File: config.mk
export PLATFORM = sky130hd
export DESIGN_NAME = relu_stage_ctrl
export DESIGN_NICKNAME = d
export VERILOG_FILES = /design/src/rtl/relu_stage_ctrl.sv
export SDC_FILE = /design/constraint.sdc
export NUM_CORES = 1
export LEC_CHECK = 0
export CAP_MARGIN = 20
export CORE_ASPECT_RATIO = 1.5
export CORE_MARGIN = 2
export CORE_UTILIZATION = 25
export DETAILED_ROUTE_END_ITERATION = 10
export GPL_ROUTABILITY_DRIVEN = 0
export GPL_TIMING_DRIVEN = 0
export HOLD_SLACK_MARGIN = 0.02
export PLACE_DENSITY = 0.46
export SLEW_MARGIN = 20
export SYNTH_ARGS = -nofsm -noshare
export SYNTH_HDL_FRONTEND = slang
export SYNTH_SLANG_ARGS = --single-unit
File: constraint.sdc
create_clock -name clk -period 3.2 [get_ports clk]
set_clock_uncertainty 0.2 [all_clocks]
set_input_delay 0.96 -clock clk [delete_from_list [all_inputs] [get_ports clk]]
set_output_delay 0.96 -clock clk [all_outputs]
set_load 0.02 [all_outputs]
File: src/rtl/relu_stage_ctrl.sv
// ReLU activation array sequencer: tile handshakes, array strobes,
// downstream backpressure and per-map tile counting.
module relu_stage_ctrl #(
    parameter int CNT_W   = 16,
    parameter int CLR_CYC = 1
) (
    input  logic             clk,
    input  logic             clr,
    input  logic             start,
    input  logic [CNT_W-1:0] cfg_tiles,
    input  logic             in_valid,
    output logic             in_ready,
    output logic             out_valid,
    input  logic             out_ready,
    output logic             act_clr,
    output logic             en_act,
    output logic             en_act_out,
    output logic             busy,
    output logic             done,
    output logic [CNT_W-1:0] tile_cnt
);

    localparam int CCW = (CLR_CYC > 1) ? $clog2(CLR_CYC) : 1;

    typedef enum logic [2:0] {
        S_IDLE,
        S_CLEAR,
        S_LOAD,
        S_EVAL,
        S_HOLD,
        S_FIN
    } state_t;

    state_t           state;
    logic [CNT_W-1:0] cfg_q;
    logic [CCW-1:0]   clr_cnt;
    logic             load_q;
    logic [CNT_W-1:0] tile_nxt;

    assign tile_nxt = tile_cnt + CNT_W'(1);

    // Ready is a registered LOAD flag, so it never depends on in_valid.
    assign in_ready = load_q;
    assign en_act   = load_q & in_valid;

    always_ff @(posedge clk or negedge clr) begin
        if (!clr) begin
            state      <= S_IDLE;
            cfg_q      <= '0;
            tile_cnt   <= '0;
            clr_cnt    <= '0;
            load_q     <= 1'b0;
            act_clr    <= 1'b0;
            en_act_out <= 1'b0;
            out_valid  <= 1'b0;
            busy       <= 1'b0;
            done       <= 1'b0;
        end else begin
            act_clr    <= 1'b0;
            en_act_out <= 1'b0;
            done       <= 1'b0;
            unique case (state)
                S_IDLE: begin
                    if (start) begin
                        cfg_q    <= cfg_tiles;
                        tile_cnt <= '0;
                        busy     <= 1'b1;
                        act_clr  <= 1'b1;
                        if (cfg_tiles != '0) begin
                            state   <= S_CLEAR;
                            clr_cnt <= '0;
                        end else begin
                            state <= S_FIN;
                            done  <= 1'b1;
                        end
                    end
                end
                S_CLEAR: begin
                    if (clr_cnt == CCW'(CLR_CYC - 1)) begin
                        state  <= S_LOAD;
                        load_q <= 1'b1;
                    end else begin
                        clr_cnt <= clr_cnt + CCW'(1);
                        act_clr <= 1'b1;
                    end
                end
                S_LOAD: begin
                    if (in_valid) begin
                        state      <= S_EVAL;
                        load_q     <= 1'b0;
                        en_act_out <= 1'b1;
                    end
                end
                S_EVAL: begin
                    state     <= S_HOLD;
                    out_valid <= 1'b1;
                end
                S_HOLD: begin
                    if (out_ready) begin
                        out_valid <= 1'b0;
                        tile_cnt  <= tile_nxt;
                        // Last tile also clears the array so stale Z never looks valid.
                        if (tile_nxt == cfg_q) begin
                            state   <= S_FIN;
                            done    <= 1'b1;
                            act_clr <= 1'b1;
                        end else begin
                            state  <= S_LOAD;
                            load_q <= 1'b1;
                        end
                    end
                end
                S_FIN: begin
                    state <= S_IDLE;
                    busy  <= 1'b0;
                end
                default: begin
                    state     <= S_IDLE;
                    load_q    <= 1'b0;
                    out_valid <= 1'b0;
                    busy      <= 1'b0;
                end
            endcase
        end
    end

endmodule

## After elaboration in Yosys (flattened, before gate mapping)

Cells that the tools add are included.

- Flip-flop bits (word level): 42
- Latch bits: 0
- Bits in writable memories: 0
- ROM bits: 0
- Input port bits: 21
- Output and inout port bits: 23
- Logic and storage cells: 75
- Memories kept: 0

- Add/subtract/negate cells: 2
- Multipliers: 0
- Div/mod/pow operators: 0
- $lt $le $gt $ge: 0
- Eq/ne operators: 12
- Shift-type cells: 0
- Multiplexer cells: 33
- Bitwise gates (word level): 4
- Reductions and logical operators: 14

Operators by type and width:

| cell | count |
|---|---|
| 2-to-1 mux 16 bit | 2 |
| one-hot mux 16 bit (2 select lines) | 1 |
| 2-to-1 mux 3 bit | 6 |
| 2-to-1 mux 1 bit | 17 |
| adder 16 x 1 -> 16 bit (second input constant) | 1 |
| == test 16 bit | 1 |
| nonzero test 16 bit | 1 |
| one-hot mux 3 bit (5 select lines) | 1 |
| inequality test 2 bit (second input constant) | 6 |
| OR reduction 4 bit | 2 |
| == test 3 x 2 -> 1 bit (second input constant) | 2 |
| == test 3 bit (second input constant) | 2 |
| one-hot mux 1 bit (2 select lines) | 3 |
| one-hot mux 1 bit (3 select lines) | 2 |
| AND reduction 2 bit | 3 |
| AND reduction 3 bit | 2 |
| AND reduction 5 bit | 1 |
| one-hot mux 1 bit (4 select lines) | 1 |
| AND reduction 4 bit | 1 |
| nonzero test 2 bit | 2 |
| == test 3 x 1 -> 1 bit (second input constant) | 1 |
| logical NOT 3 bit | 1 |
| NOT 1 bit | 3 |
| OR reduction 3 bit | 1 |
| other kinds (2) | 2 |

## Longest topological paths before layout

Gate-level depths: netlist (run 1).

- Depth in word-level cells: 5
- Gate-level depth with buffers: 8
- Mapped depth without buffers: 7

## Worst setup path after synthesis (run 1)

Ideal clock, no wire load.

- Path kind: register to register
- From: register tile_cnt[0]
- To: register load_q, in the netlist in_ready
- Setup time: 0.126 ns
- Arrival time: 2.329 ns
- Data required time: 2.874 ns
- Path slack: 0.545 ns
- Stages on the path, launching flop included: 8
- Buffers on the path: 0
- Clock period less this slack: 2.655 ns
- Cells stage by stage: dfrtp_1 > ha_1 > xnor3_1 > nand3_1 > a221o_1 > a2111oi_4 > nand4_2 > a221o_1

- Longest elaborated chain between the ends: 4

Ends and longest elaborated chain:

| item | line | source |
|---|---|---|
| start, declared | 20 | `output logic [CNT_W-1:0] tile_cnt` |
| start signal, assigned | 101 | `tile_cnt <= tile_nxt;` |
| adder 16 x 1 -> 16 bit | 40 | `assign tile_nxt = tile_cnt + CNT_W'(1);` |
| == test 16 bit | 103 | `if (tile_nxt == cfg_q) begin` |
| inequality test 2 bit (no source line) | n/a |  |
| AND reduction 5 bit (no source line) | n/a |  |
| end signal, assigned | 52 | `load_q <= 1'b0;` |
| end signal, assigned | 109 | `load_q <= 1'b1;` |
| end signal, assigned | 119 | `load_q <= 1'b0;` |
| end, declared | 37 | `logic load_q;` |

No other way between the ends.
A chain may end at the register's enable or synchronous reset.

## Worst setup path in the final report (run 1)

- From: input in_valid
- To: output en_act

- Longest elaborated chain between the ends: 1

Ends and longest elaborated chain:

| item | line | source |
|---|---|---|
| start, declared | 11 | `input logic in_valid,` |
| AND 1 bit | 44 | `assign en_act = load_q & in_valid;` |
| end, declared | 16 | `output logic en_act,` |

No other way between the ends.

==> results of run 1 <==
report_power, final:
group          total (mW)  leakage [nW]  switching (mW)  internal (mW)
Sequential          0.824         0.524           0.147          0.678
Clock               0.504        0.0700           0.197          0.306
Combinational       0.849         0.661           0.436          0.413
Total                2.18          1.26           0.780           1.40
cell usage in the layout (no fill, tap or decap), types with 2 or more instances in the layout:
master and count:
a21o_1 3, a21oi_1 7, a221o_1 2, a22o_1 2, a31oi_1 3, and2_1 2
and3_1 4, buf_2 9, clkbuf_1 9, clkbuf_16 5, clkbuf_2 2, clkdlybuf4s50_1 41
dfrtp_1 41, inv_1 6, mux2_2 15, nand2_1 21, nand2b_1 3, nand3_1 9
nand4_1 5, nand4_2 2, nor2_1 13, nor3_1 5, nor4_1 8, o21ai_0 27
o22ai_1 3, o31ai_1 5, or3_1 3, xnor2_1 12, xor2_1 8
layout make-up:
class	instances	area (µm²)	area share (%)
clock buffer	7	143	4.58
timing repair buffer	44	444	14.3
multi-input combinational	183	1260	40.4
inverter	6	22.5	0.723
buffer	18	80.1	2.57
sequential	41	1030	32.9
tap	112	140	4.50
registers in the layout, indices dropped and copies added, names as in the netlist:
signal      cells
in_ready        1
act_clr         1
state           3
done            1
en_act_out      1
out_valid       1
tile_cnt       16
cfg_q          16
busy            1
cell families (layout without fill, tap and decap cells):
group                      after synthesis  in the layout  synth area share (%)
adders and majority gates                1              1                 0.524
and+or+nand+nor                         82             82                  18.9
buffers and inverters                   24             75                  4.30
AOI/OAI and AO/OA                       64             64                  18.0
DFF                                     41             41                  43.0
xor gates and xnor gates                21             21                  8.28
muxes                                   15             15                  7.07
per-layer routing:
layer | routed length, µm | share of wire [%]
met5 | 0 | 0
met2 | 3520 | 52
met4 | 176 | 2.6
met1 | 2830 | 42
met3 | 184 | 2.7
worst paths after layout:
| path | from | end | slack, ns | depth (start not counted) |
|---|---|---|---|---|
| max | in_valid | en_act | 0.15 | 3 |
| min | busy$_DFFE_PN0P_ | busy$_DFFE_PN0P_ | 0.32 | 2 |
| max reg2reg | tile_cnt[0]$_DFFE_PN0P_ | in_ready$_DFFE_PN0P_ | 0.26 | 7 |
| min reg2reg | busy$_DFFE_PN0P_ | busy$_DFFE_PN0P_ | 0.32 | 2 |
| max in group asynchronous | clr | out_valid$_DFFE_PN0P_ | 1.90 | 2 |
| min in group asynchronous | clr | tile_cnt[15]$_DFFE_PN0P_ | 0.42 | 1 |
worst min-delay path, stage by stage, from the launching register on:
cell and delay, ns:
dfrtp_1 0.36, nand2_1 0.05, o21ai_0 0.07
timing repair:
action	CTS	global route
gates resized for setup	1	0
endpoints found under the setup margin	1	0
buffers inserted	0	0
==> impl_metrics.py, run 1 <==
metrics = {
    "synth": {
        "synthTopCellsByCount": "41 x dfrtp_1, 27 x o21ai_0, 21 x nand2_1",
        "synth_top_area_share_pct": 43.0,
        "yosysMostFrequentCell": "dfrtp_1",
        "yosysUniqueCellTypes": 48,
        "synth_area_leader_cell": "dfrtp_1",
        "ys_ff_latch": 41,
        "synth-edff-count": 0,
        "ys_top_cells_by_area": "dfrtp_1 43%, mux2_2 7.1%, o21ai_0 5.7%",
        "seq_area_frac_synth_pct": 43.0,
        "netlist_area_mm2": 0.00239,
        "syn_inst": 248,
        "async_reset_ff_share_pct": 100,
        "synth.net_count": 270,
        "avgSynthCellArea_um2": 9.63,
        "yosysWarningCount": 0,
        "synth_flop_cell": "dfrtp_1",
    },
    "setup_path": {
        "critPathSlowestCell": "clkdlybuf4s50_1",
        "path_cells": "clkdlybuf4s50_1, and2_1, dlygate4sd2_1",
        "worstSetupEndpointType": "output pin",
        "cp_data_arrival_time_ns": 1.89,
        "startpoint_type": "input pin",
        "cp_num_buf_inv": 2,
        "path_class": "in -> out",
        "crit_required_ns": 2.04,
        "slowest_delay_ns": 0.49,
        "crit_path_max_fanout": 3,
        "critPathTopFamily": "buffers and inverters",
    },
    "die": {
        "die_w_um": 83.8,
        "initial_utilization_pct": 25.8,
        "pin_count": 44,
        "core_mm2": 0.00925,
        "die_area_mm2": 0.0104,
        "die_y_um": 124,
        "rows": 43,
    },
    "layout": {
        "fin_nets": 321,
        "fin_util_pct": 33.7,
        "drive_gt1_share_pct": 13.0,
        "area_growth_pct": 30.4,
        "fin_area_mm2": 0.00312,
        "diodes": 0,
        "instances_no_fill": 411,
        "nFillCells": 973,
    },
    "drt": {
        "drc": 0,
        "first_pass_iters": 4,
        "totalWireLength_um": 6710,
        "drt_iter0_drc": 110,
        "routed-via-count": 2059,
        "wl_per_cell_um": 16.3,
        "route.antenna.remaining_nets": 0,
        "routed_via_density": 5.01,
    },
    "sta": {
        "timing.final.crit_share_pct": 95.3,
        "fmax_mhz": 328,
        "setup_slack_ns": 0.150,
        "fin_setup_tns_ns": 0,
        "slew_violations": 0,
        "tightest_slew_ns": 0.685,
        "max-slew-margin-rel_pct": 53.9,
        "setup_viol_count_final": 0,
        "min_period_ns": 3.05,
        "grt_setup_unrepaired": "no",
        "finalHoldViolations": 0,
        "worst_hold_slack_ns": 0.319,
    },
    "clock_tree": {
        "htree_levels": 2,
        "cts-root-buf": "clkbuf_16",
        "clk_path_buf_depth": 2,
        "hold_buffers": 0,
        "cts_sinks": 41,
        "clk_latency_ns": 0.28,
        "cts.clk_slew.worst_paths_ns": 0.05,
        "cts_buffers": 5,
        "cts_tree": "done",
    },
    "placed_design": {
        "dp.cells": 404,
        "postPlaceCellArea_mm2": 0.00297,
        "dp_hpwl_um": 5140,
        "io_buffers": 43,
        "pre_cts_ws_ns": -0.137,
    },
    "min_path": {
        "hold_path.class": "reg -> reg",
    },
    "global_routing": {
        "grt_use_met2_pct": 24.5,
        "first_global_vias": 2074,
        "use_met3_pct": 2.45,
        "grt-ovfl-total": 0,
        "grt_antenna_before_repair": 0,
        "met1_usage_pct": 15.6,
        "grt_max_degree": 25,
        "grt_use_total_pct": 13.5,
        "grt_first_pass_wirelength_um": 10900,
        "busiest_layer": "met2",
    },
    "run": {
        "max_cap_violations": 0,
    },
    "pwr": {
        "p_leak_nw": 1.26,
        "power_mw": 2.18,
        "irDropWorstVdd_mv": 0.352,
        "p_per_area_mw_per_mm2": 699,
    },
    "run_status": {
        "status": "complete, no violations",
    },
}
(Power assumes the default switching activity.)
==> inputs of run 2 (changes only) <==
CELL_PAD_IN_SITES_DETAIL_PLACEMENT = 1   (was unset)
CELL_PAD_IN_SITES_GLOBAL_PLACEMENT = 1   (was unset)
PLACE_DENSITY = 0.56   (was 0.46)
SKIP_LAST_GASP = 1   (was unset)
==> impl_metrics.py, run 2 (synthesis results as in run 1) <==
metrics = {
    "run_status": {
        "status": "complete, no violations",
    },
    "pwr": {
        "internal_power_mw": 1.40,
        "p_per_area_mw_per_mm2": 703,
        "p_seq_share_pct": 37.3,
        "p_leak_nw": 1.26,
        "pwr-share-clk_pct": 23.1,
        "switching_share_pct": 36.3,
        "combPwrFrac_pct": 39.6,
        "p_switching_mw": 0.798,
        "irDropWorstVdd_mv": 0.288,
    },
    "clock_tree": {
        "cts_buffers": 5,
        "cts.clk_slew.worst_paths_ns": 0.06,
        "clk_latency_ns": 0.29,
        "clk_path_buf_depth": 2,
        "cts_sinks": 41,
        "postCtsSetupRepairBufs": 0,
        "htree_levels": 2,
        "cts-root-buf": "clkbuf_16",
        "hold_buffers": 0,
        "cts_tree": "done",
    },
    "drt": {
        "routed-via-count": 2108,
        "first_pass_iters": 4,
        "totalWireLength_um": 7340,
        "wl_per_cell_um": 17.9,
        "route.antenna.remaining_nets": 0,
        "drc": 0,
        "routed_via_density": 5.13,
        "drt_iter0_drc": 72,
    },
    "die": {
        "pin_count": 44,
        "die_y_um": 124,
        "core_mm2": 0.00925,
        "die_w_um": 83.8,
        "initial_utilization_pct": 25.8,
        "die_area_mm2": 0.0104,
        "rows": 43,
    },
    "global_routing": {
        "first_global_vias": 2253,
        "grt_antenna_before_repair": 0,
        "grt_max_degree": 28,
        "grt_use_total_pct": 15.1,
        "grt_first_pass_wirelength_um": 12200,
        "grt-ovfl-total": 0,
    },
    "layout": {
        "area_growth_pct": 30.7,
        "instances_no_fill": 411,
        "fin_nets": 321,
        "reg.largest.list": "cfg_q: 16 flops, tile_cnt: 16 flops, state: 3 flops",
        "drive_gt1_share_pct": 13.4,
        "mostFrequentLayoutCells": "41 x dfrtp_1, 41 x clkdlybuf4s50_1, 27 x o21ai_0",
        "fin_util_pct": 33.7,
        "diodes": 0,
    },
    "placed_design": {
        "io_buffers": 43,
        "pre_cts_ws_ns": -0.170,
        "dp_hpwl_um": 5630,
        "dp.cells": 404,
    },
    "setup_path": {
        "startpoint_type": "input pin",
        "crit_path_max_fanout": 3,
        "worstSetupEndpointType": "output pin",
        "crit_required_ns": 2.04,
        "path_class": "in -> out",
        "cp_data_arrival_time_ns": 1.89,
    },
    "sta": {
        "timing.final.crit_share_pct": 95.3,
        "tightest_slew_ns": 0.673,
        "setup_slack_ns": 0.150,
        "grt_setup_unrepaired": "no",
        "setup_viol_count_final": 0,
        "fmax_mhz": 328,
        "finalHoldViolations": 0,
        "slew_violations": 0,
        "min_period_ns": 3.05,
        "max-slew-margin-rel_pct": 55.0,
        "fin_setup_tns_ns": 0,
        "worst_hold_slack_ns": 0.331,
    },
    "min_path": {
        "hold_path.class": "reg -> reg",
    },
    "run": {
        "max_cap_violations": 0,
    },
}
-- run 2: path summary, 6_finish.rpt --
kind	slack [ns]	end	startpoint	cells after the start
max	0.15	en_act	in_valid	3
min	0.33	cfg_q[2]$_DFFE_PN0P_	cfg_q[2]$_DFFE_PN0P_	1
max reg2reg	0.25	in_ready$_DFFE_PN0P_	tile_cnt[0]$_DFFE_PN0P_	7
min reg2reg	0.33	cfg_q[2]$_DFFE_PN0P_	cfg_q[2]$_DFFE_PN0P_	1
max in group asynchronous	1.93	tile_cnt[7]$_DFFE_PN0P_	clr	2
min in group asynchronous	0.39	tile_cnt[1]$_DFFE_PN0P_	clr	1
-- run 2: layout make-up --
cell class	count	area [µm²]
buffer	18	80.1
inverter	6	22.5
tap	112	140
clock buffer	7	143
sequential	41	1030
multi-input combinational	183	1270
fill	1076	6130
timing repair buffer	44	444
-- run 2: layer usage --
metal  GRT usage [%]  up-vias  wire length (µm)
met2            27.3       43              3920
met3            2.12        8               179
li1                -     1011                 -
met5               0        -                 0
met4            6.45        0               148
met1            17.9     1046              3090
-- run 2: through the flow --
step | area (µm²) | power [mW]
after floorplan | 2390 | 1.40
after global placement | 2960 | 1.68
after detailed placement | 2970 | 1.71
after CTS | 3120 | 2.23
after global routing | 3120 | 2.36
final | 3120 | 2.20
-- run 2: critical path: stages --
cell,delay [ns]
clkdlybuf4s50_1,0.48
and2_1,0.12
dlygate4sd2_1,0.32
-- run 2: what timing repair did --
| item | CTS | global route |
|---|---|---|
| gates resized for setup | 1 | 1 |
| pin swaps | 0 | 0 |
| setup endpoints to repair | 1 | 1 |
-- run 2: power by group through the flow --
stage	clock (mW)	combinational (mW)	sequential, mW
3_5_place_dp	0	0.878	0.829
3_3_place_gp	0	0.860	0.820
2_1_floorplan	0	0.569	0.830
4_1_cts	0.530	0.883	0.822
5_1_grt	0.545	0.968	0.843
6_report	0.507	0.869	0.820
